--- src/rtl/uart_pkg.sv ---
// Shared UART definitions: transmit FSM encoding, parity-type codes and line idle level.
package uart_pkg;

    typedef enum logic [2:0] {
        ST_IDLE   = 3'd0,
        ST_START  = 3'd1,
        ST_DATA   = 3'd2,
        ST_PARITY = 3'd3,
        ST_STOP   = 3'd4
    } tx_state_e;

    localparam logic PAR_EVEN  = 1'b0;
    localparam logic PAR_ODD   = 1'b1;
    localparam logic LINE_IDLE = 1'b1;

endpackage

--- src/rtl/uart_tx_bit_timer.sv ---
// Loadable bit-period down-counter: load sets period-1, bit_done is high in the cycle the count sits at 0.
// Single-cycle response to load; period must be at least 1 (the caller clamps a zero prescale).
module uart_tx_bit_timer #(
    parameter int PRESCALE_WIDTH = 6
) (
    input  logic                      clk,
    input  logic                      rst_n,
    input  logic                      load,
    input  logic                      run,
    input  logic [PRESCALE_WIDTH-1:0] period,
    output logic                      bit_done
);

    logic [PRESCALE_WIDTH-1:0] cnt_q;
    logic [PRESCALE_WIDTH-1:0] cnt_d;

    always_comb begin
        cnt_d = cnt_q;
        if (load) begin
            cnt_d = period - PRESCALE_WIDTH'(1);
        end else if (cnt_q != '0) begin
            cnt_d = cnt_q - PRESCALE_WIDTH'(1);
        end
    end

    always_ff @(posedge clk) begin
        if (!rst_n) begin
            cnt_q <= '0;
        end else begin
            cnt_q <= cnt_d;
        end
    end

    assign bit_done = run && (cnt_q == '0);

endmodule

--- src/rtl/uart_tx_frame.sv ---
// UART transmitter: start, DATA_WIDTH bits LSB-first, optional parity, one stop bit, PRESCALE clocks per bit.
// Line and Busy change one edge after accept; requests while Busy are dropped, so the source holds DATA_VALID until Busy rises.
module uart_tx_frame
    import uart_pkg::*;
#(
    parameter int DATA_WIDTH     = 8,
    parameter int PRESCALE_WIDTH = 6
) (
    input  logic                      CLK,
    input  logic                      RSTn,
    input  logic [DATA_WIDTH-1:0]     P_DATA,
    input  logic                      DATA_VALID,
    input  logic                      PAR_EN,
    input  logic                      PAR_TYP,
    input  logic [PRESCALE_WIDTH-1:0] PRESCALE,
    output logic                      TX_OUT,
    output logic                      Busy
);

    localparam int              CNT_W    = $clog2(DATA_WIDTH);
    localparam logic [CNT_W-1:0] LAST_BIT = CNT_W'(DATA_WIDTH - 1);

    tx_state_e                 state_q, state_d;
    logic [DATA_WIDTH-1:0]     shift_q, shift_d;
    logic [CNT_W-1:0]          bit_cnt_q, bit_cnt_d;
    logic                      par_en_q, par_en_d;
    logic                      par_bit_q, par_bit_d;
    logic [PRESCALE_WIDTH-1:0] presc_q, presc_d;
    logic                      tx_q, tx_d;
    logic                      busy_q, busy_d;

    logic                      load;
    logic                      bit_done;
    logic [PRESCALE_WIDTH-1:0] presc_eff;
    logic [PRESCALE_WIDTH-1:0] period;

    assign presc_eff = (PRESCALE == '0) ? PRESCALE_WIDTH'(1) : PRESCALE;
    // On accept the latched prescale is not yet valid, so feed the timer straight from the port.
    assign period    = (state_q == ST_IDLE) ? presc_eff : presc_q;

    uart_tx_bit_timer #(
        .PRESCALE_WIDTH (PRESCALE_WIDTH)
    ) u_bit_timer (
        .clk      (CLK),
        .rst_n    (RSTn),
        .load     (load),
        .run      (state_q != ST_IDLE),
        .period   (period),
        .bit_done (bit_done)
    );

    always_ff @(posedge CLK) begin
        if (!RSTn) begin
            state_q   <= ST_IDLE;
            shift_q   <= '0;
            bit_cnt_q <= '0;
            par_en_q  <= 1'b0;
            par_bit_q <= 1'b0;
            presc_q   <= '0;
            tx_q      <= LINE_IDLE;
            busy_q    <= 1'b0;
        end else begin
            state_q   <= state_d;
            shift_q   <= shift_d;
            bit_cnt_q <= bit_cnt_d;
            par_en_q  <= par_en_d;
            par_bit_q <= par_bit_d;
            presc_q   <= presc_d;
            tx_q      <= tx_d;
            busy_q    <= busy_d;
        end
    end

    always_comb begin
        state_d   = state_q;
        shift_d   = shift_q;
        bit_cnt_d = bit_cnt_q;
        par_en_d  = par_en_q;
        par_bit_d = par_bit_q;
        presc_d   = presc_q;
        load      = 1'b0;
        unique case (state_q)
            ST_IDLE: begin
                if (DATA_VALID && !busy_q) begin
                    state_d   = ST_START;
                    shift_d   = P_DATA;
                    par_en_d  = PAR_EN;
                    par_bit_d = (^P_DATA) ^ (PAR_TYP == PAR_ODD);
                    presc_d   = presc_eff;
                    load      = 1'b1;
                end
            end
            ST_START: begin
                if (bit_done) begin
                    state_d   = ST_DATA;
                    bit_cnt_d = '0;
                    load      = 1'b1;
                end
            end
            ST_DATA: begin
                if (bit_done) begin
                    load = 1'b1;
                    if (bit_cnt_q == LAST_BIT) begin
                        state_d = par_en_q ? ST_PARITY : ST_STOP;
                    end else begin
                        shift_d   = shift_q >> 1;
                        bit_cnt_d = bit_cnt_q + CNT_W'(1);
                    end
                end
            end
            ST_PARITY: begin
                if (bit_done) begin
                    state_d = ST_STOP;
                    load    = 1'b1;
                end
            end
            ST_STOP: begin
                if (bit_done) begin
                    state_d = ST_IDLE;
                end
            end
            default: state_d = ST_IDLE;
        endcase
    end

    // Line level is decoded from the next state so TX_OUT lands on the same edge as the state change.
    always_comb begin
        tx_d   = LINE_IDLE;
        busy_d = (state_d != ST_IDLE);
        unique case (state_d)
            ST_START:  tx_d = 1'b0;
            ST_DATA:   tx_d = shift_d[0];
            ST_PARITY: tx_d = par_bit_d;
            default:   tx_d = LINE_IDLE;
        endcase
    end

    assign TX_OUT = tx_q;
    assign Busy   = busy_q;

endmodule

--- config.mk ---
export PLATFORM = sky130hd
export DESIGN_NAME = uart_tx_frame
export DESIGN_NICKNAME = d
export VERILOG_FILES = /design/src/rtl/uart_pkg.sv /design/src/rtl/uart_tx_bit_timer.sv /design/src/rtl/uart_tx_frame.sv
export SDC_FILE = /design/constraint.sdc
export NUM_CORES = 1
export LEC_CHECK = 0
export ABC_AREA = 1
export CAP_MARGIN = 5
export CORE_MARGIN = 3
export CORE_UTILIZATION = 55
export CTS_CLUSTER_DIAMETER = 30
export DETAILED_ROUTE_END_ITERATION = 10
export HOLD_SLACK_MARGIN = 0.03
export PLACE_DENSITY = 0.78
export SLEW_MARGIN = 0
export SYNTH_ARGS = -nofsm -noshare
export SYNTH_HDL_FRONTEND = slang
export SYNTH_SLANG_ARGS = --single-unit
--- constraint.sdc ---
create_clock -name CLK -period 2.4 [get_ports CLK]
set_clock_uncertainty 0.15 [all_clocks]
set_input_delay 0.48 -clock CLK [delete_from_list [all_inputs] [get_ports CLK]]
set_output_delay 0.48 -clock CLK [all_outputs]
set_load 0.01 [all_outputs]
# Word-level counts from Yosys, hierarchy flattened
# Cells that the tools add are included.
# totals
reg_bits,30
latchBits,0
mem_bits_rw,0
romBits,0
inputBits,19
output_inout_bits,2
elab_cells,69
n_memories,0
# op_classes
n_addsub,3
mul,0
div_mod_pow,0
order_cmp,0
n_eq_ne,12
n_shift,0
n_mux,26
bitwise_logic,1
n_reduce_logical,17
# op_table
cell,n
3-bit two-way mux,10
6-bit two-way mux,4
8-bit two-way mux,3
8-bit case mux with 2 select lines,1
3-bit case mux with 5 select lines,1
3-bit by 2-bit equality test with 1-bit output (second input constant),4
6-bit logical NOT,2
6-bit by 1-bit subtractor with 6-bit output (second input constant),2
4-bit AND reduction,2
8-bit parity,1
3-bit by 1-bit equality test with 1-bit output (second input constant),2
3-bit equality test (second input constant),2
2-bit inequality test (second input constant),3
3-bit case mux with 2 select lines,1
2-bit nonzero test,3
3-bit nonzero test,2
6-bit nonzero test,1
1-bit two-way mux,4
3-bit by 1-bit adder with 3-bit output (second input constant),1
3-bit logical NOT,1
1-bit case mux with 3 select lines,1
3-bit OR reduction,1
1-bit logical AND,2
2-bit by 1-bit inequality test with 1-bit output (second input constant),1
4 further kinds,4

# Logic depth before layout (Yosys ltp)
# Gate-level depths: netlist (run 1).
# logic_depth
ltp_word,6
mapped_depth,14
mapped_depth_nobuf,13

# Hierarchy
# From an unflattened synthesis (run 1), not the netlist that was laid out.
# hier_totals
cells_unflattened,241
hier_area_um2,1664.1
# by_module_without_submodules
module,instances,cells_each,area_per_inst_um2,seq_area_each_um2
uart_tx_frame,1,182,1287.5,480.5
uart_tx_bit_timer,1,59,376.6,120.1

# Worst setup path before layout (run 1)
# No wires, ideal clock.
# synth_path
path_type,in2reg
from,in DATA_VALID
to,reg u_bit_timer.cnt_q[4]
setup_time_ns,0.118
t_arrival_ns,1.758
required_ns,2.132
setup_slack_ns,0.373
stages,11
n_path_buf,0
cell_sequence,inv_1 -> nor2_1 -> nand2_8 -> o21ai_4 -> nand3_1 -> nand2_4 -> ha_1 -> nand3_1 -> nor2_1 -> xnor2_1 -> nor2_1
# synth_between
elab_chain_cells,4
word_cells_on_any_way,5
cone_classes,mux (3); reduce/logical (2)
# synth_rtl
element,line,text
from (decl),uart_tx_frame.sv:12,"input logic DATA_VALID,"
1-bit logical AND *,uart_tx_frame.sv:84,if (DATA_VALID && !busy_q) begin
1-bit two-way mux *,uart_tx_frame.sv:84,
1-bit case mux with 2 select lines *,uart_tx_frame.sv:82,unique case (state_q)
6-bit two-way mux or 2-bit nonzero test (tied branches),-,
to (signal assigned),uart_tx_bit_timer.sv:30,cnt_q <= cnt_d;
to (decl),uart_tx_bit_timer.sv:14,logic [PRESCALE_WIDTH-1:0] cnt_q;
# Every way passes the cells marked *; elsewhere a longest branch is shown, timed or not.
# A chain may end at the register's enable or synchronous reset.

# Worst setup path after layout (run 1)
# layout_path
from,reg u_bit_timer.cnt_q[5]
to,reg u_bit_timer.cnt_q[4]
# layout_between
elab_chain_cells,5
word_cells_on_any_way,7
cone_classes,mux (3); reduce/logical (4)
# layout_rtl
element,line,text
6-bit logical NOT,uart_tx_bit_timer.sv:34,assign bit_done = run && (cnt_q == '0);
1-bit logical AND,uart_tx_bit_timer.sv:34,
1-bit two-way mux,"uart_tx_frame.sv:94, uart_tx_frame.sv:101, uart_tx_frame.sv:112",
1-bit case mux with 2 select lines,uart_tx_frame.sv:82,
6-bit two-way mux or 2-bit nonzero test (tied branches),-,
# Parallel ways exist; a longest one is shown, timed or not.

==> metrics.yaml, run 1 <==
ys_seq_elements: 30
pwr_density_cell_nw_per_um2: 1030
rsz0062_at_grt: "false"
grt_pass1_wl_um: 6470
die_h_um: 61.5
combPwrFrac_pct: 51.9
timing.rr.start: "u_bit_timer.cnt_q[5]"
netlist.area_leader.share_pct: 35.5
status: "complete, no violations"
synthTopCellsByArea: "dfxtp_1 35%, nand2_1 14%, nor2_1 7.1%"
antenna_found_initial: 0
cts_resized: 0
postCtsSetupBuffers: 0
hold_path_end: "presc_q[4]"
regToRegSetupSlack_ps: 310
postSynthAreaPerCell_sq_um: 6.80
clock_tree.root_cell: "clkbuf_4"
max-cap-violations: 0
insertion_delay_ps: 340
power_switching_uw: 891
dieArea_sq_um: 3780
cpPeakStageDelay_ps: 320
drive_gt1_share_pct: 10.6
start_util_pct: 59.4
final_nets: 304
core_area_sq_um: 2850
vias: 1682
die_w_um: 61.5
seqPwrFrac_pct: 32.9
worst_slew_pin_slew_ps: 365
reg2reg_depth: 10
fillers: 256
synthCells: 249
stdcell_count: 314
synth_edf_count: 0
ir_drop_mv: 0.492
first_pass_iters: 4
dr.first_iter.drc_count: 72
cts.path.max_buffers: 2
antennaDiodeCount: 0
grt-ovfl-total: 0
cts_tree: "built"
critPathRequiredTime_ps: 2480
yosysSeqAreaShare_pct: 35.5
routedWlPerCell_um: 11.9
r2r-end: "u_bit_timer.cnt_q[4]"
hp-class: "flop to flop"
slew_violations: 0
cts_sinks: 30
cts.clk_slew.worst_paths_ps: 90
io_pins: 21
fin_crit_sh_pct: 87.3
final_util_pct: 71.8
worstSetupStartpointType: "flop"
crit_slowest_cell: "dfxtp_1"
cts_buffers: 5
rows: 19
worst_setup_path_end_kind: "flop"
cts_hold_buffers: 0
ys_types: 34
grt.total_usage_pct: 23.0
ys_top_cells_by_count: "62 x nand2_1, 32 x nor2_1, 30 x dfxtp_1"
cp_max_fo: 5
synthesis.nets: 271
route.detailed.drc: 0
htreeDepth: 2
p_int_uw: 1210
swShare_pct: 42.3
yosysWarnings: 0
dp.cells: 306
syn_to_final_growth_pct: 20.9
ant_nets: 0
synth_top_cell_by_area: "dfxtp_1"
portBuffers: 20
hpwl_um: 2860
pwr-share-clk_pct: 15.2
finalHoldViolations: 0
path_cells: "nor2_1 -> nand3_1 -> o21ai_4 -> nand3_1 -> nand2_4 -> ha_1 -> nand3_1 -> nor2_1 -> xnor2_1 -> nor2_1"
slew_headroom_pct: 75.5
grt_max_degree: 18
viasPerCell: 5.36
synth-async-reset-ratio_pct: 0
fin_hold_ws_ps: 313
synth.cell_area_sq_um: 1690
p_total_uw: 2100
gp_congestion: 0.897
min_period_ps: 2090
holdPathStages: 2
synthMostInstantiatedCell: "nand2_1"
cp_data_arrival_time_ps: 2180
hp-start: "presc_q[4]"
max_freq_mhz: 478
grt_pass1_vias: 1486
leakage_uw: 0.000931
finalSetupViolations: 0
ys.flop_type: "dfxtp_1"
wl_um: 3740
worstSetupPathType: "flop to flop"
cell usage in the layout, fill, tap and decap left out, drive strengths merged, types with 3 or more instances in the layout:
master         Yosys  layout
nand2             65      65
nor2              34      34
inv               33      33
dfxtp             30      30
clkdlybuf4s50      0      20
o21ai             18      18
nand3             15      15
a21oi             14      14
buf                3      11
clkbuf             2       7
a31oi              6       6
nand4              4       4
xnor2              4       4
a221oi             4       4
a211oi             3       3
ha                 3       3
area by class of cell:
class / count / area, sq um / share of cell area, %
repair buffers: 31 / 283 / 13.8
clock inverters: 1 / 5.00 / 0.244
multi-input cells: 180 / 936 / 45.7
flip-flops and latches: 30 / 601 / 29.3
inverters: 34 / 130 / 6.35
clock buffers: 7 / 55.1 / 2.69
well taps: 31 / 38.8 / 1.89
metal layers:
| metal | share of wire [%] | vias up | track usage [%] |
|---|---|---|---|
| met1 | 50 | 757 | 32.7 |
| met3 | 5.4 | 7 | 4.40 |
| met5 | 0 | - | 0 |
| met2 | 43 | 40 | 33.9 |
| met4 | 1.3 | 0 | 9.09 |
| li1 | - | 878 | - |
registers in the layout, summed over array words and instances, names as in the netlist:
| signal | flops |
|---|---|
| Busy | 1 |
| TX_OUT | 1 |
| bit_cnt_q | 3 |
| par_bit_q | 1 |
| par_en_q | 1 |
| presc_q | 6 |
| shift_q | 8 |
| state_q | 3 |
| u_bit_timer.cnt_q | 6 |
per-stage QoR:
| stage | instance area, sq um | setup TNS (ps) | setup WS (ps) |
|---|---|---|---|
| 3_5_place_dp | 1990 | -20.5 | -20.5 |
| 5_1_grt | 2050 | 0 | 139 |
| 6_report | 2050 | 0 | 306 |
| 4_1_cts | 2050 | 0 | 332 |
| 2_1_floorplan | 1690 | 0 | 373 |
| 3_3_place_gp | 1990 | 0 | 10.1 |
critical path, delay by kind of cell (launching register included):
kind	cells	cell delay (ps)
AND/OR/NAND/NOR	7	990
flip-flops	1	320
adder cells (fa/ha/maj)	1	160
AO/OA/AOI/OAI	1	240
XOR/XNOR	1	130
logic make-up after synthesis:
family	synth area share, %
adders and majority gates	2.22
AOI/OAI and AO/OA	16.8
xor gates and xnor gates	2.58
buffers and inverters	9.31
and+or+nand+nor	33.7
DFF	35.5
power by group through the flow:
stage | sequential [uW] | combinational, uW | clock (uW)
floorplan | 690 | 780 | 0
global route | 706 | 1240 | 347
finish | 692 | 1090 | 320
CTS | 692 | 1090 | 326
detailed placement | 703 | 1080 | 0
global placement | 698 | 1060 | 0
how the worst max path moves through the flow:
stage	start	to	slack (ps)
after global placement	DATA_VALID	u_bit_timer.cnt_q[4]	10
after CTS	DATA_VALID	u_bit_timer.cnt_q[4]	330
after floorplan	DATA_VALID	u_bit_timer.cnt_q[4]	370
after global routing	u_bit_timer.cnt_q[5]	u_bit_timer.cnt_q[4]	140
final	u_bit_timer.cnt_q[5]	u_bit_timer.cnt_q[4]	310
after detailed placement	DATA_VALID	u_bit_timer.cnt_q[4]	-20
No activity file was read; power rests on OpenSTA's default activity.
==> run 2: changes to the inputs <==
- PLACE_DENSITY: 0.78 -> default
- PLACE_DENSITY_LB_ADDON: default -> 0.25
==> metrics.yaml, run 2 (synthesized netlist as in run 1, its figures left out) <==
regToRegSetupSlack_ps: 240
die_h_um: 61.5
max-cap-violations: 0
postCtsSetupBuffers: 0
die_w_um: 61.5
cts_hold_buffers: 0
critPathRequiredTime_ps: 2490
max_freq_mhz: 464
cp_max_fo: 10
syn_to_final_growth_pct: 20.5
fillers: 254
io_pins: 21
min_period_ps: 2160
cp_data_arrival_time_ps: 2250
worst_setup_path_end_kind: "flop"
viasPerCell: 5.30
layout_common_cells: "62 x nand2_1, 32 x nor2_1, 30 x dfxtp_1, 29 x inv_1, 20 x clkdlybuf4s50_1"
holdPathStages: 2
ir_drop_mv: 0.540
dp.cells: 305
antenna_found_initial: 0
ant_nets: 0
cts.path.max_buffers: 2
start_util_pct: 59.4
finalSetupViolations: 0
rsz0062_at_grt: "false"
finalHoldViolations: 0
worst_slew_pin_slew_ps: 337
largest-register: "shift_q"
fin_hold_ws_ps: 307
largest_reg_flops: 8
vias: 1658
hpwl_um: 2750
first_pass_iters: 5
grt-ovfl-total: 0
leakage_uw: 0.000925
mostFrequentLayoutCell: "nand2_1"
status: "complete, no violations"
antennaDiodeCount: 0
htreeDepth: 2
grt.total_usage_pct: 23.4
core_area_sq_um: 2850
worstSetupPathType: "flop to flop"
timing.rr.start: "state_q[1]"
grt_pass1_wl_um: 6420
insertion_delay_ps: 340
grt_pass1_vias: 1441
pwr_density_cell_nw_per_um2: 1030
fin_crit_sh_pct: 89.9
cts_resized: 0
clock_tree.root_cell: "clkbuf_4"
routedWlPerCell_um: 11.6
reg_top3: "shift_q (8), presc_q (6), u_bit_timer.cnt_q (6)"
crit_slowest_cell: "dfxtp_1"
worstSetupStartpointType: "flop"
cts.clk_slew.worst_paths_ps: 100
portBuffers: 20
route.detailed.drc: 0
grt_max_degree: 18
drive_gt1_share_pct: 10.3
cts_buffers: 5
dr.first_iter.drc_count: 106
reg2reg_depth: 12
r2r-end: "u_bit_timer.cnt_q[4]"
hp-class: "flop to flop"
slew_headroom_pct: 77.4
cts_sinks: 30
seq_area_sq_um: 601
stdcell_count: 313
final_util_pct: 71.5
multi_input_area_sq_um: 936
path_cells: "inv_2 -> nand2_4 -> inv_4 -> nand2_8 -> o21ai_4 -> or2_4 -> nand2_4 -> ha_1 -> nand3_1 -> nor2_1 -> xnor2_1 -> nor2_1"
slew_violations: 0
hold_path_end: "presc_q[4]"
rows: 19
dieArea_sq_um: 3780
final_nets: 303
cp_top_family: "simple AND/OR/NAND/NOR gates"
p_total_uw: 2100
cpPeakStageDelay_ps: 530
hp-start: "presc_q[4]"
wl_um: 3640
gp_congestion: 0.857
cts_tree: "built"
path_buf_inv: 2
==> run 2: cell count changes in the layout (fill, tap and decap cells not counted), sizes merged <==
cell  before  now
buf       11   10
==> run 2: metal layers <==
| metal | share of wire (%) | global-route usage, % |
|---|---|---|
| met5 | 0 | 0 |
| met4 | 1.5 | 8.18 |
| met3 | 6.5 | 8.18 |
| met2 | 43 | 34.1 |
| met1 | 49 | 32.0 |
==> run 2: worst max-delay path by stage <==
stage,start,to,cells past startpoint
global route,state_q[1],u_bit_timer.cnt_q[4],12
global placement,DATA_VALID,u_bit_timer.cnt_q[4],13
finish,state_q[1],u_bit_timer.cnt_q[4],12
detailed placement,DATA_VALID,u_bit_timer.cnt_q[4],13
CTS,state_q[1],u_bit_timer.cnt_q[4],12
floorplan,DATA_VALID,u_bit_timer.cnt_q[4],11
==> run 2: worst register-to-register path, stage by stage (launching register included) <==
cell,delay [ps]
dfxtp_1,530
inv_2,120
nand2_4,150
inv_4,80
nand2_8,80
o21ai_4,70
or2_4,260
nand2_4,60
ha_1,170
nand3_1,100
nor2_1,120
xnor2_1,120
nor2_1,50
==> run 2: power breakdown <==
part,switching [uW],internal (uW)
clock,180,142
sequential,71.7,625
combinational,636,446
total,889,1210
==> run 2: layout make-up <==
type | count | area share [%]
Inverter | 34 | 6.38
Clock buffer | 7 | 2.70
Multi-Input combinational cell | 180 | 45.9
Timing Repair Buffer | 30 | 13.5
Tap cell | 31 | 1.90
Clock inverter | 1 | 0.245
Sequential cell | 30 | 29.4
==> run 2: metrics by stage <==
stage	area [sq um]	setup TNS [ps]	setup WS [ps]
3_5_place_dp	1980	-49.9	-49.9
4_1_cts	2040	0	252
3_3_place_gp	1980	0	11.0
5_1_grt	2040	0	58.9
2_1_floorplan	1690	0	373
6_report	2040	0	243
